### config.mk
export PLATFORM = sky130hd
export DESIGN_NAME = pkg_link_writer
export DESIGN_NICKNAME = d
export VERILOG_FILES = /design/src/rtl/pkg_link_writer_pkg.sv /design/src/rtl/pkg_link_writer_offset.sv /design/src/rtl/pkg_link_writer.sv
export SDC_FILE = /design/constraint.sdc
export NUM_CORES = 1
export LEC_CHECK = 0
export BUFFER_PORTS_ARGS = -buffer_cell sky130_fd_sc_hd__buf_2
export CAP_MARGIN = 0
export CORE_MARGIN = 2
export CORE_UTILIZATION = 45
export CTS_CLUSTER_DIAMETER = 80
export CTS_CLUSTER_SIZE = 28
export DETAILED_ROUTE_END_ITERATION = 8
export PLACE_DENSITY = 0.73
export SYNTH_ARGS = -nofsm -noshare
export SYNTH_HDL_FRONTEND = slang
export SYNTH_HIERARCHICAL = 1
export SYNTH_SLANG_ARGS = --single-unit
### constraint.sdc
create_clock -name clk -period 5.89 [get_ports clk]
set_input_delay 0.589 -clock clk [delete_from_list [all_inputs] [get_ports clk]]
set_output_delay 0.589 -clock clk [all_outputs]
set_load 0.03 [all_outputs]
### src/rtl/pkg_link_writer_pkg.sv
// Shared definitions for the linked-list packet buffer: writer state encoding,
// page geometry helpers and the end-of-chain link convention.
package pkg_link_writer_pkg;

    typedef enum logic [1:0] {
        LW_IDLE   = 2'd0,
        LW_WRITE  = 2'd1,
        LW_NEXT   = 2'd2,
        LW_COMMIT = 2'd3
    } lw_state_t;

    function automatic int offset_width(input int addr_width, input int page_num_log);
        return addr_width - page_num_log;
    endfunction

    function automatic int page_words(input int addr_width, input int page_num_log);
        return 1 << offset_width(addr_width, page_num_log);
    endfunction

    // The last page of a packet links to itself.
    function automatic logic [31:0] link_end(input logic [31:0] page);
        return page;
    endfunction

    function automatic logic is_link_end(input logic [31:0] page, input logic [31:0] next_page);
        return page == next_page;
    endfunction

endpackage

### src/rtl/pkg_link_writer_offset.sv
// Word offset within the current page; wrap flags the last word of a page.
module page_offset_counter #(
    parameter int OFFSET_WIDTH = 4
) (
    input  logic                    clk,
    input  logic                    rst,
    input  logic                    i_clr,
    input  logic                    i_inc,
    output logic [OFFSET_WIDTH-1:0] o_offset,
    output logic                    o_wrap
);

    logic [OFFSET_WIDTH-1:0] r_offset;

    always_ff @(posedge clk) begin
        if (rst) begin
            r_offset <= '0;
        end else if (i_clr) begin
            r_offset <= '0;
        end else if (i_inc) begin
            r_offset <= r_offset + 1'b1;
        end
    end

    assign o_offset = r_offset;
    assign o_wrap   = &r_offset;

endmodule

### src/rtl/pkg_link_writer.sv
// Producer side of the linked-list packet buffer: fills pages from the free
// table, chains them in the link RAM and hands the head page to the data table.
module pkg_link_writer
    import pkg_link_writer_pkg::*;
#(
    parameter int ADDR_WIDTH        = 8,
    parameter int ADDR_PAGE_NUM_LOG = 4,
    parameter int DATA_WIDTH        = 16,
    parameter int LEN_WIDTH         = 16
) (
    input  logic                         clk,
    input  logic                         rst,
    input  logic                         in_valid,
    output logic                         in_ready,
    input  logic [DATA_WIDTH-1:0]        in_data,
    input  logic                         in_last,
    output logic                         free_table_read_req,
    input  logic [ADDR_PAGE_NUM_LOG-1:0] free_table_read_addr,
    input  logic                         free_table_empty,
    output logic                         data_table_write_req,
    output logic [ADDR_PAGE_NUM_LOG-1:0] data_table_write_addr,
    output logic                         ram_write_en,
    output logic [ADDR_WIDTH-1:0]        ram_write_addr,
    output logic [DATA_WIDTH-1:0]        ram_write_data,
    output logic                         link_write_en,
    output logic [ADDR_PAGE_NUM_LOG-1:0] link_write_addr,
    output logic [ADDR_PAGE_NUM_LOG-1:0] link_write_data,
    output logic                         pkt_done,
    output logic [LEN_WIDTH-1:0]         pkt_word_cnt
);

    localparam int OFFSET_WIDTH = offset_width(ADDR_WIDTH, ADDR_PAGE_NUM_LOG);

    lw_state_t                      r_state;
    lw_state_t                      w_state_next;
    logic [ADDR_PAGE_NUM_LOG-1:0]   r_head_page;
    logic [ADDR_PAGE_NUM_LOG-1:0]   r_cur_page;
    logic [LEN_WIDTH-1:0]           r_cnt;
    logic [LEN_WIDTH-1:0]           r_pkt_word_cnt;
    logic [OFFSET_WIDTH-1:0]        w_offset;
    logic                           w_wrap;
    logic                           w_off_clr;
    logic                           w_off_inc;

    page_offset_counter #(
        .OFFSET_WIDTH(OFFSET_WIDTH)
    ) u_offset (
        .clk      (clk),
        .rst      (rst),
        .i_clr    (w_off_clr),
        .i_inc    (w_off_inc),
        .o_offset (w_offset),
        .o_wrap   (w_wrap)
    );

    always_comb begin
        w_state_next          = r_state;
        w_off_clr             = 1'b0;
        w_off_inc             = 1'b0;
        in_ready              = 1'b0;
        free_table_read_req   = 1'b0;
        data_table_write_req  = 1'b0;
        data_table_write_addr = '0;
        ram_write_en          = 1'b0;
        link_write_en         = 1'b0;
        link_write_addr       = '0;
        link_write_data       = '0;
        pkt_done              = 1'b0;
        case (r_state)
            LW_IDLE: begin
                if (in_valid && !free_table_empty) begin
                    free_table_read_req = 1'b1;
                    w_off_clr           = 1'b1;
                    w_state_next        = LW_WRITE;
                end
            end
            LW_WRITE: begin
                in_ready = 1'b1;
                if (in_valid) begin
                    ram_write_en = 1'b1;
                    // A packet ending on the last word of a page commits
                    // directly, so no trailing empty page is allocated.
                    if (in_last) begin
                        w_off_clr    = 1'b1;
                        w_state_next = LW_COMMIT;
                    end else if (w_wrap) begin
                        w_off_clr    = 1'b1;
                        w_state_next = LW_NEXT;
                    end else begin
                        w_off_inc = 1'b1;
                    end
                end
            end
            LW_NEXT: begin
                if (!free_table_empty) begin
                    free_table_read_req = 1'b1;
                    link_write_en       = 1'b1;
                    link_write_addr     = r_cur_page;
                    link_write_data     = free_table_read_addr;
                    w_state_next        = LW_WRITE;
                end
            end
            LW_COMMIT: begin
                link_write_en         = 1'b1;
                link_write_addr       = r_cur_page;
                link_write_data       = ADDR_PAGE_NUM_LOG'(link_end(32'(r_cur_page)));
                data_table_write_req  = 1'b1;
                data_table_write_addr = r_head_page;
                pkt_done              = 1'b1;
                w_state_next          = LW_IDLE;
            end
            default: w_state_next = LW_IDLE;
        endcase
    end

    always_ff @(posedge clk) begin
        if (rst) begin
            r_state        <= LW_IDLE;
            r_head_page    <= '0;
            r_cur_page     <= '0;
            r_cnt          <= '0;
            r_pkt_word_cnt <= '0;
        end else begin
            r_state <= w_state_next;
            case (r_state)
                LW_IDLE: begin
                    if (in_valid && !free_table_empty) begin
                        r_head_page <= free_table_read_addr;
                        r_cur_page  <= free_table_read_addr;
                        r_cnt       <= '0;
                    end
                end
                LW_WRITE: begin
                    if (in_valid && (r_cnt != '1)) begin
                        r_cnt <= r_cnt + 1'b1;
                    end
                end
                LW_NEXT: begin
                    if (!free_table_empty) begin
                        r_cur_page <= free_table_read_addr;
                    end
                end
                LW_COMMIT: r_pkt_word_cnt <= r_cnt;
                default: ;
            endcase
        end
    end

    assign ram_write_addr = {r_cur_page, w_offset};
    assign ram_write_data = in_data;
    assign pkt_word_cnt   = r_pkt_word_cnt;

endmodule

### Word-level counts from Yosys, hierarchy flattened

Index checks and enable logic that the tools add are counted.
Widths: inputs -> output; s select.

* register bits: 46
* input port bits: 25
* output and inout port bits: 58

* $add $sub $neg: 2
* eq/ne operators: 9
* multiplexer cells: 33
* reductions and logical operators: 12

Operator list (number)
* $mux 16: 2
* $pmux 16 s2: 1
* $pmux 4 s2: 3
* $mux 4: 5
* $add 16x1->16 const B: 1
* $ne 16x16->1 const B: 1
* $mux 1: 13
* $mux 2: 5
* $ne 2x2->1 const B: 4
* $pmux 2 s4: 1
* $reduce_and 4->1: 2
* $pmux 1 s2: 3
* $reduce_and 3->1: 2
* $add 4x1->4 const B: 1
* $eq 2x2->1 const B: 2
* $reduce_bool 2->1: 2
* $ne 3x2->1 const B: 1
* $eq 2x1->1 const B: 1
* $logic_and 1x1->1: 2
* $logic_not 2->1: 1
* $reduce_and 2->1: 1
* $reduce_or 2->1: 1
* $logic_not 1->1: 1

### Logic depth before layout (Yosys ltp)

Gate-level depths: netlist of run 1.

* word-level depth: 6
* depth in mapped cells: 6

### By module

The synthesis of run 1 kept the hierarchy.

Modules (own cells, without submodules)
* pkg_link_writer: instances 1, cells each 281, area each 2240.9 sq um, seq. area each 840.8 sq um
* page_offset_counter: instances 1, cells each 18, area each 183.9 sq um, seq. area each 80.1 sq um

### Least setup slack after synthesis of run 1

No wires, ideal clock.

* kind: input to output
* start point: input free_table_empty
* end point: output link_write_addr[0]
* arrival: 2066 ps
* data required time: 5301 ps
* setup slack: 3235 ps
* stages on the path: 3
* path buffers: 1
* cell sequence: clkbuf_1 a21boi_0 and2_1

* word-level cells in the longest chain between the ends: 2

RTL lines
* start: declaration: line pkg_link_writer.sv:19 `input logic free_table_empty,`
* $mux 4: line pkg_link_writer.sv:95 `if (!free_table_empty) begin`
* $pmux 4 s2: line pkg_link_writer.sv:69 `case (r_state)`
* end: declaration: line pkg_link_writer.sv:26 `output logic [ADDR_PAGE_NUM_LOG-1:0] link_write_addr,`

Every way passes these cells.

### Worst setup path in the final report of run 1

* start point: register r_state[0]
* end point: output data_table_write_req

* word-level cells in the longest chain between the ends: 2

RTL lines
* start: declaration: line pkg_link_writer.sv:34 `lw_state_t r_state;`
* start signal: assignment: line pkg_link_writer.sv:124 `r_state <= w_state_next;`
* $eq 2x2->1: line pkg_link_writer.sv:69
* $mux 1: line pkg_link_writer.sv:69
* end: declaration: line pkg_link_writer.sv:20 `output logic data_table_write_req,`

Every way passes these cells.

==> results of run 1 <==
-- worst min-delay path, delay by kind of cell (launching register included) --
family | cells | cell delay [ns]
AO/OA/AOI/OAI | 1 | 0.05
AND/OR/NAND/NOR | 1 | 0.05
flip-flops | 1 | 0.31
-- power by group --
group	total (mW)	internal (mW)	leakage, nW	switching [mW]
Combinational	0.0471	0.0149	0.657	0.0322
Clock	0.289	0.181	0.0714	0.108
Sequential	0.320	0.315	0.372	0.00558
-- cell usage in the layout (no fill, tap or decap), drive strengths merged, types with 2 or more instances in the layout --
| cell | count |
|---|---|
| a21oi | 27 |
| and3 | 5 |
| o21ai | 10 |
| ha | 2 |
| nor3 | 4 |
| nand2b | 2 |
| nor2 | 18 |
| nand2 | 49 |
| nor3b | 9 |
| dfxtp | 46 |
| buf | 52 |
| nand3 | 10 |
| and2 | 4 |
| nor2b | 5 |
| mux2i | 6 |
| mux2 | 2 |
| or2 | 3 |
| o31ai | 2 |
| clkbuf | 6 |
| a31oi | 6 |
| o211ai | 8 |
| inv | 12 |
| or4 | 4 |
| nand3b | 5 |
| bufinv | 2 |
| nor4 | 6 |
| a41oi | 2 |
| nand4 | 6 |
-- layer usage --
metal  global-route usage  wire [um]  up-vias
li1                     -          -     1094
met1                0.252       2490     1031
met2                0.300       2540       60
met3               0.0395        303        7
met4               0.0625         63        0
met5                    0          0        -
-- flip-flops by register name, indices dropped and copies added, names as in the netlist --
| name | count |
|---|---|
| pkt_word_cnt | 16 |
| r_cnt | 16 |
| r_cur_page | 4 |
| r_head_page | 4 |
| u_offset/o_offset | 4 |
| r_state | 2 |
-- layout make-up --
class / count / area, sq um / area share
clock buffers: 6 / 82.6 / 0.0302
clock inverters: 2 / 60.1 / 0.0220
inverters: 13 / 48.8 / 0.0179
multi-input cells: 208 / 1270 / 0.464
flip-flops and latches: 46 / 921 / 0.337
well taps: 70 / 87.6 / 0.0321
repair buffers: 52 / 265 / 0.0971
-- cell families (layout without fill, tap and decap cells) --
| logic type | after synthesis | in the layout | share of synthesized area |
|---|---|---|---|
| AND/OR/NAND/NOR | 134 | 134 | 0.312 |
| XOR/XNOR | 1 | 1 | 0.00361 |
| AO/OA/AOI/OAI | 63 | 63 | 0.163 |
| buffers and inverters | 45 | 73 | 0.0975 |
| adder cells (fa/ha/maj) | 2 | 2 | 0.0103 |
| flip-flops | 46 | 46 | 0.380 |
| multiplexers | 8 | 8 | 0.0341 |
-- worst max path at each step --
stage / from / to / slack [ns] / depth (start not counted)
after floorplan: free_table_empty / link_write_addr[0] / 3.23 / 3
after global placement: r_state[0] / data_table_write_req / 3.38 / 3
after detailed placement: r_state[0] / data_table_write_req / 3.31 / 3
after CTS: r_state[0] / data_table_write_req / 2.97 / 3
after global routing: r_state[0] / pkt_done / 2.82 / 3
final: r_state[0] / data_table_write_req / 3.02 / 3
-- per-stage QoR --
stage,setup slack (ns),utilization
floorplan,3.23,-
global placement,3.38,0.504
detailed placement,3.31,0.504
CTS,2.97,0.532
global route,2.82,0.532
finish,3.02,0.532
==> run summary, run 1 <==
- 326 — net count after synthesis
- 0.472 — effective utilization at floorplan
- 3.31 ns — r2r setup slk
- 12.7% — Area growth, synth to finish
- false — RSZ-0062 raised after global routing
- 2420 sq um — post-synthesis instance area
- 3.78 mm — Post-DP HPWL
- 2 — H-Tree Depth
- 53 — synth unique cells
- sky130_fd_sc_hd__clkbuf_8 — clock tree root driver cell
- sky130_fd_sc_hd__nand2_1 — most common cell in the netlist
- 46 — clk sink count
- 8.11 sq um — Avg Synthesized Cell Area
- 0 — number of enable-type register cells in the synthesized netlist
- 2 — Worst Hold Depth
- 0 — Resized cells post-CTS
- 0.57 ns — crit-path max cell delay
- sky130_fd_sc_hd__dfxtp_1 (38%), sky130_fd_sc_hd__nand2_1 (7.6%), sky130_fd_sc_hd__a21oi_1 (5.6%), sky130_fd_sc_hd__buf_4 (5.3%), sky130_fd_sc_hd__nor2_1 (2.8%) — synth top area cells
- 0.09 ns — clock transition at the registers of the reported paths
- sky130_fd_sc_hd__nand2_1 (49), sky130_fd_sc_hd__dfxtp_1 (46), sky130_fd_sc_hd__a21oi_1 (27) — most instantiated cells after synthesis
- 1970 — via count of the first global-routing pass
- 656 uW — Total Power Consumption
- 77.4 um — die outline height
- 0.187 — total global-route track usage
- 0.348 GHz — fmax
- reg -> out — path type of the worst setup path
- built — CTS tree
- 2 — sum of buffers and inverters on the critical path
- 397 — final standard cell count with taps included and fillers excluded
- 0 — final number of setup-violating endpoints
- 2 — clock tree buffer depth
- 240 nW/um^2 — power per unit of standard cell area
- 299 — synthesized instance count
- 0.000164 V — highest ir drop seen on vdd
- 5.30 ns — endpoint required time on the critical path
- 5 — total clock buffers created by CTS
- 0 — count of nets left with antenna violations after detail routing
- 13.6 um — WL/cell
- 389 — post-placement cell count
- 0 — proportion of synthesized flip-flops having asynchronous set or reset
- 1.10 nW — Leakage Power
- 0 — antenna cell count
- 353 — net total in the final layout
- 2.29 ns — critical path arrival
- r_head_page[3] — beginning of the worst hold path
- 5.40 mm — drt total wl
- buffers and inverters — largest delay contributor family on the critical path
- u_offset/o_offset[3] — Reg2Reg Capture Point
- 0 ns — setup TNS
- 0 — count of endpoints failing hold in the final timing report
- flip-flop — kind of launch point of the worst setup path
- 50 — count of port buffers added during placement
- 2590 sq um — area of placed instances
- reg -> reg — Hold Crit Class
- 5990 sq um — floorplan die area
- 4 — iteration count of the initial detailed-routing pass
- sky130_fd_sc_hd__nand2_1 — standard cell with the maximum stage delay on the critical path
- 0.00931 ns — Worst Skew
- 0.30 ns — insertion delay of the later-clocked pin in the worst-skew pair
- 0 — Setup Fix Bufs, Post-CTS
- 2192 — detailed-route via count
- 46 — post-synthesis sequential element count
- 523 — number of filler cells placed in the layout
- 0.380 — post-synth top area share
- 0.380 — fraction of the yosys area taken by sequential cells
- 4 — number of cells traversed by the worst register-to-register path
- 77.4 um — chip width
- r_state[0] — Reg2Reg Launch Point
- 2.87 ns — final critical-path required period
- 0.455 ns — Fin Hold WS
- 0 — Post-CTS Hold Fix Bufs
- finished, final reports clean — outcome
- 5140 sq um — Floorplan Core Area
- 20 — largest fanout on the critical path
- 44 — largest net degree at the start of global routing
- sky130_fd_sc_hd__dfxtp_1 — ys flop type
- 83 — IO Pins
- 0.487 — worst slew margin relative to its limit
- r_head_page[3] — hold-critical path endpoint
- 0 — overflow left after global routing
- 5.52 — routed via count divided by cell count
- 0.488 — Tcrit/Tclk final
- 0.818 — final weighted congestion in routability-driven placement
- sky130_fd_sc_hd__dfxtp_1 — cell type with the highest aggregate area in the netlist
- 6 — Syn. warnings
- 0 — antenna violations before repair
- output port — Setup crit end kind
- 9.20 mm — first-pass GRT wire length
- 0.770 ns — Slew @ Worst Pin
- 0 — final routed DRC violation total
- nand2_1 > clkinv_1 > buf_2 — cell chain of the critical path
- 26 — total number of placement rows
- 0 — final number of max-transition violations
- 185 — starting DRC count in detailed routing
- 0 — number of max-cap violations
- 0.226 — proportion of layout cells with a drive suffix above 1
- 2730 sq um — Finished Cell Area
Note: power is estimated with default switching activity, not from simulation.
==> run 2: changes to the inputs <==
==> constraint.sdc (replaced) <==
create_clock -name clk -period 2.9 [get_ports clk]
set_input_delay 0.29 -clock clk [delete_from_list [all_inputs] [get_ports clk]]
set_output_delay 0.29 -clock clk [all_outputs]
set_load 0.03 [all_outputs]
==> run 2 against run 1 <==
Via count shrank 1.7%. Sequential share of layout area up 0.17 points. Clock power grew 62%. Hold slack lost 0.21 ns. Power up 85%. Combinational power grew 110%. Final cell count up 0.76%. Utilization shrank 0.27 points. Clock skew shrank 0.0015 ns. First-iteration DRC count is 9.7% higher. Largest cell class unchanged.
==> run summary, run 2 (same netlist as run 1, synthesis figures left out) <==
- 0.176 — total global-route track usage
- 2 — H-Tree Depth
- 5990 sq um — floorplan die area
- sky130_fd_sc_hd__buf_2 — leading cell type in the layout, fill and taps excluded
- 203 — starting DRC count in detailed routing
- 8.70 mm — first-pass GRT wire length
- 0 — count of endpoints failing hold in the final timing report
- 400 — final standard cell count with taps included and fillers excluded
- false — RSZ-0062 raised after global routing
- 2.27 ns — final critical-path required period
- 5 — total clock buffers created by CTS
- sky130_fd_sc_hd__clkbuf_8 — clock tree root driver cell
- 5140 sq um — Floorplan Core Area
- finished, final reports clean — outcome
- 0 — overflow left after global routing
- 5.39 — routed via count divided by cell count
- flip-flop — kind of launch point of the worst setup path
- 0 — count of nets left with antenna violations after detail routing
- 513 — number of filler cells placed in the layout
- 0.441 GHz — fmax
- 0.227 — proportion of layout cells with a drive suffix above 1
- 0 — antenna violations before repair
- 0.830 — final weighted congestion in routability-driven placement
- 0.29 ns — insertion delay of the later-clocked pin in the worst-skew pair
- 13.3 um — WL/cell
- 6 — number of cells traversed by the worst register-to-register path
- 4 — iteration count of the initial detailed-routing pass
- 356 — net total in the final layout
- 3 — Worst Hold Depth
- 26 — total number of placement rows
- 0.489 — worst slew margin relative to its limit
- 0 ns — setup TNS
- 20 — largest fanout on the critical path
- 12.1% — Area growth, synth to finish
- 44 — largest net degree at the start of global routing
- 1.98 ns — critical path arrival
- 46 — clk sink count
- 0.472 — effective utilization at floorplan
- 77.4 um — chip width
- 2720 sq um — Finished Cell Area
- 0 — final number of max-transition violations
- 0 — Post-CTS Hold Fix Bufs
- 0.633 ns — post-route worst setup slack
- 0 — Setup Fix Bufs, Post-CTS
- 77.4 um — die outline height
- 3.69 mm — Post-DP HPWL
- 50 — count of port buffers added during placement
- 2610 sq um — area of placed instances
- 0.000423 V — highest ir drop seen on vdd
- sky130_fd_sc_hd__buf_2 (50), sky130_fd_sc_hd__nand2_1 (49), sky130_fd_sc_hd__dfxtp_1 (46), sky130_fd_sc_hd__a21oi_1 (27), sky130_fd_sc_hd__nor2_1 (18) — top library cells by usage in the layout, fill and taps aside
- 0 — Resized cells post-CTS
- 921 sq um — sequential cell area in the final layout
- 2 — clock tree buffer depth
- 5.31 mm — drt total wl
- 2.61 ns — endpoint required time on the critical path
- 2155 — detailed-route via count
- 1882 — via count of the first global-routing pass
- 0.782 — Tcrit/Tclk final
- 0.909 ns — DP Worst Slack
- 0.00785 ns — Worst Skew
- 0.767 ns — Slew @ Worst Pin
- 447 nW/um^2 — power per unit of standard cell area
- 0 — final number of setup-violating endpoints
- 0 — number of max-cap violations
- in -> reg — Hold Crit Class
- reg -> out — path type of the worst setup path
- 1270 sq um — Multi-input gate area
- 0 — final routed DRC violation total
- 1.10 nW — Leakage Power
- built — CTS tree
- output port — Setup crit end kind
- 0.09 ns — clock transition at the registers of the reported paths
- 83 — IO Pins
- 0 — antenna cell count
- 392 — post-placement cell count
run 2: worst paths after layout:
check,startpoint,end,slack (ns)
min reg2reg,pkt_word_cnt[2],pkt_word_cnt[2],0.45
min,free_table_read_addr[2],r_head_page[2],0.25
max,r_state[0],data_table_write_req,0.63
max reg2reg,r_state[0],u_offset/o_offset[3],0.86
run 2: area by class of cell:
class | instances | area share
multi-input combinational | 208 | 0.466
sequential | 46 | 0.339
timing repair buffer | 55 | 0.106
tap | 70 | 0.0322
clock buffer | 7 | 0.0281
inverter | 13 | 0.0179
clock inverter | 1 | 0.0110
run 2: metrics by stage:
step	hold WS [ns]	total power, mW	utilization
2_1_floorplan	0.426	0.773	-
3_3_place_gp	0.439	0.760	0.508
3_5_place_dp	0.443	0.762	0.508
4_1_cts	0.243	1.22	0.529
5_1_grt	0.248	1.26	0.529
6_report	0.247	1.22	0.529
run 2: metal layers:
metal / routed length (um) / vias up / track usage
li1: - / 1093 / -
met1: 2460 / 985 / 0.229
met2: 2420 / 68 / 0.291
met3: 363 / 9 / 0.0442
met4: 67 / 0 / 0.0446
met5: 0 / - / 0
run 2: critical path: stages (launching register included):
cell and delay (ns):
sky130_fd_sc_hd__dfxtp_1 0.71, sky130_fd_sc_hd__nand2_1 0.56, sky130_fd_sc_hd__clkinv_1 0.18, sky130_fd_sc_hd__buf_2 0.22
run 2: power breakdown:
group / total (mW) / switching, mW / leakage [nW] / internal, mW
registers: 0.651 / 0.0114 / 0.372 / 0.639
clock network: 0.469 / 0.211 / 0.0524 / 0.258
logic: 0.0968 / 0.0651 / 0.672 / 0.0317
total: 1.22 / 0.287 / 1.10 / 0.929
==> run 3: changes to the inputs <==
--- a/config.mk
+++ b/config.mk
@@ -5,6 +5,7 @@
 export SDC_FILE = /design/constraint.sdc
 export NUM_CORES = 1
 export LEC_CHECK = 0
+export ABC_AREA = 1
 export BUFFER_PORTS_ARGS = -buffer_cell sky130_fd_sc_hd__buf_2
 export CAP_MARGIN = 0
 export CORE_MARGIN = 2
==> constraint.sdc (replaced) <==
create_clock -name clk -period 2.13 [get_ports clk]
set_input_delay 0.213 -clock clk [delete_from_list [all_inputs] [get_ports clk]]
set_output_delay 0.213 -clock clk [all_outputs]
set_load 0.03 [all_outputs]
==> run 3 against run 2 <==
Sequential power increased by 41%. Synthesized cell count increased by 23%. Cell area increased by 0.37%. Utilization decreased by 0.14 points. Global-route usage increased by 1.4 points. Critical path type unchanged. Critical path depth increased by 1.
==> run summary, run 3 <==
- flip-flop — kind of launch point of the worst setup path
- 5170 sq um — Floorplan Core Area
- 368 — synthesized instance count
- 0.454 ns — DP Worst Slack
- 0.42 ns — r2r setup slk
- 488 uW — P_sw
- 2 — H-Tree Depth
- 11.8% — Area growth, synth to finish
- 11.8 um — WL/cell
- 0 — proportion of synthesized flip-flops having asynchronous set or reset
- 0.31 ns — insertion delay of the later-clocked pin in the worst-skew pair
- 0 — number of enable-type register cells in the synthesized netlist
- sky130_fd_sc_hd__dfxtp_1 (38%), sky130_fd_sc_hd__nand2_1 (12%), sky130_fd_sc_hd__nor2_1 (7.8%), sky130_fd_sc_hd__a21oi_1 (7.4%), sky130_fd_sc_hd__o21ai_0 (6.4%) — synth top area cells
- 9.38 mm — first-pass GRT wire length
- false — RSZ-0062 raised after global routing
- 2440 sq um — post-synthesis instance area
- 0 — final routed DRC violation total
- 0.000239 V — highest ir drop seen on vdd
- 0.724 ns — Slew @ Worst Pin
- 6030 sq um — floorplan die area
- 0.190 — total global-route track usage
- 4.95 — routed via count divided by cell count
- 0.134 — part of the total power dissipated in combinational logic
- 2730 sq um — Finished Cell Area
- 6.63 sq um — Avg Synthesized Cell Area
- 46 — clk sink count
- 11 — largest fanout on the critical path
- 0.185 — proportion of layout cells with a drive suffix above 1
- 0 — count of nets left with antenna violations after detail routing
- 30 — largest net degree at the start of global routing
- 0 — final number of setup-violating endpoints
- 1.31 mW — internal power summed over all cells
- output port — Setup crit end kind
- 1.65 ns — critical path arrival
- in -> reg — Hold Crit Class
- 0 — overflow left after global routing
- 0.357 — clock network power share
- 50 — count of port buffers added during placement
- 26 — total number of placement rows
- 1.92 ns — endpoint required time on the critical path
- 5 — total clock buffers created by CTS
- sky130_fd_sc_hd__dfxtp_1 — cell type with the highest aggregate area in the netlist
- 0 — Setup Fix Bufs, Post-CTS
- 2333 — detailed-route via count
- 0.00750 ns — Worst Skew
- 5 — iteration count of the initial detailed-routing pass
- 463 — post-placement cell count
- 0 — antenna cell count
- 0 — count of endpoints failing hold in the final timing report
- finished, final reports clean — outcome
- sky130_fd_sc_hd__nand2_1 — leading cell type in the layout, fill and taps excluded
- 1.86 ns — final critical-path required period
- reg -> out — path type of the worst setup path
- 0.269 ns — post-route worst setup slack
- 29 — synth unique cells
- 661 nW/um^2 — power per unit of standard cell area
- 0.517 — worst slew margin relative to its limit
- 83 — IO Pins
- 0 — number of max-cap violations
- sky130_fd_sc_hd__nand2_1 — most common cell in the netlist
- 5.56 mm — drt total wl
- 0 — Post-CTS Hold Fix Bufs
- 77.7 um — die outline height
- 0 ns — setup TNS
- 0.271 — Sw Ratio
- 395 — net count after synthesis
- 0.377 — fraction of the yosys area taken by sequential cells
- 2 — clock tree buffer depth
- 4.04 mm — Post-DP HPWL
- inv_1 > nand2_1 > clkinv_1 > buf_2 — cell chain of the critical path
- 0.955 — final weighted congestion in routability-driven placement
- sky130_fd_sc_hd__clkinv_1 — standard cell with the maximum stage delay on the critical path
- 0.377 — post-synth top area share
- 0.874 — Tcrit/Tclk final
- 471 — final standard cell count with taps included and fillers excluded
- built — CTS tree
- 0.08 ns — clock transition at the registers of the reported paths
- 1.25 nW — Leakage Power
- 0 — Resized cells post-CTS
- sky130_fd_sc_hd__dfxtp_1 — ys flop type
- 6 — Syn. warnings
- 0.472 — effective utilization at floorplan
- 427 — net total in the final layout
- sky130_fd_sc_hd__clkbuf_8 — clock tree root driver cell
- 0 — antenna violations before repair
- 0.537 GHz — fmax
- 2039 — via count of the first global-routing pass
- 0 — final number of max-transition violations
- 156 — starting DRC count in detailed routing
- 2620 sq um — area of placed instances
- 0.509 — sequential group share of total power
- sky130_fd_sc_hd__nand2_1 (78), sky130_fd_sc_hd__nor2_1 (50), sky130_fd_sc_hd__buf_2 (50), sky130_fd_sc_hd__dfxtp_1 (46), sky130_fd_sc_hd__inv_1 (40) — top library cells by usage in the layout, fill and taps aside
- 46 — post-synthesis sequential element count
- 0.36 ns — crit-path max cell delay
- sky130_fd_sc_hd__nand2_1 (78), sky130_fd_sc_hd__nor2_1 (51), sky130_fd_sc_hd__dfxtp_1 (46) — most instantiated cells after synthesis
- 77.7 um — chip width
-- run 3: cell count changes after synthesis, sizes merged, moves of 7 or more --
cell	previous run	this run
nand3	10	30
nand2	49	81
o21ai	10	31
o211ai	8	1
nor2	18	56
a21oi	27	37
inv	12	41
nor3b	9	1
-- run 3: logic make-up (layout without fill, tap and decap cells) --
logic type / after synthesis / count (layout) / share of synthesized area
adder cells (fa/ha/maj): 2 / 2 / 0.0102
AND/OR/NAND/NOR: 177 / 177 / 0.316
flip-flops: 46 / 46 / 0.377
AO/OA/AOI/OAI: 69 / 69 / 0.144
buffers and inverters: 72 / 105 / 0.145
XOR/XNOR: 2 / 2 / 0.00718
-- run 3: critical path, delay by kind of cell, from the launching register on --
family / cells / cell delay [ns]
AND/OR/NAND/NOR: 1 / 0.29
flip-flops: 1 / 0.35
buffers and inverters: 3 / 0.71
-- run 3: cell type report --
cell class,count,area (sq um)
Inverter,42,158
Multi-Input combinational cell,250,1170
Fill cell,530,2440
Sequential cell,46,921
Clock inverter,1,30.0
Timing Repair Buffer,55,288
Tap cell,70,87.6
Clock buffer,7,76.3
-- run 3: metrics by stage --
stage	power [mW]	hold slack, ns	util
floorplan	1.18	0.282	-
global placement	1.18	0.426	0.507
detailed placement	1.18	0.426	0.507
CTS	1.81	0.194	0.527
global route	1.88	0.209	0.528
finish	1.80	0.204	0.528
-- run 3: worst paths after layout --
path | from | end | cells after the start
min reg2reg | r_head_page[1] | r_head_page[1] | 2
min | free_table_empty | r_state[1] | 3
max reg2reg | r_cnt[0] | r_cnt[1] | 9
max | r_state[1] | in_ready | 4
-- run 3: metal layers --
| metal | share of wire | track usage | vias to the layer above |
|---|---|---|---|
| li1 | - | - | 1224 |
| met1 | 0.47 | 0.247 | 1011 |
| met2 | 0.44 | 0.297 | 84 |
| met3 | 0.075 | 0.0488 | 14 |
| met4 | 0.017 | 0.0786 | 0 |
| met5 | 0 | 0 | - |
-- run 3: power by group through the flow --
stage               Combinational, mW  Clock [mW]  Sequential (mW)
floorplan                       0.221           0            0.955
global placement                0.239           0            0.937
detailed placement              0.240           0            0.938
CTS                             0.241       0.650            0.918
global route                    0.273       0.684            0.923
finish                          0.242       0.643            0.918
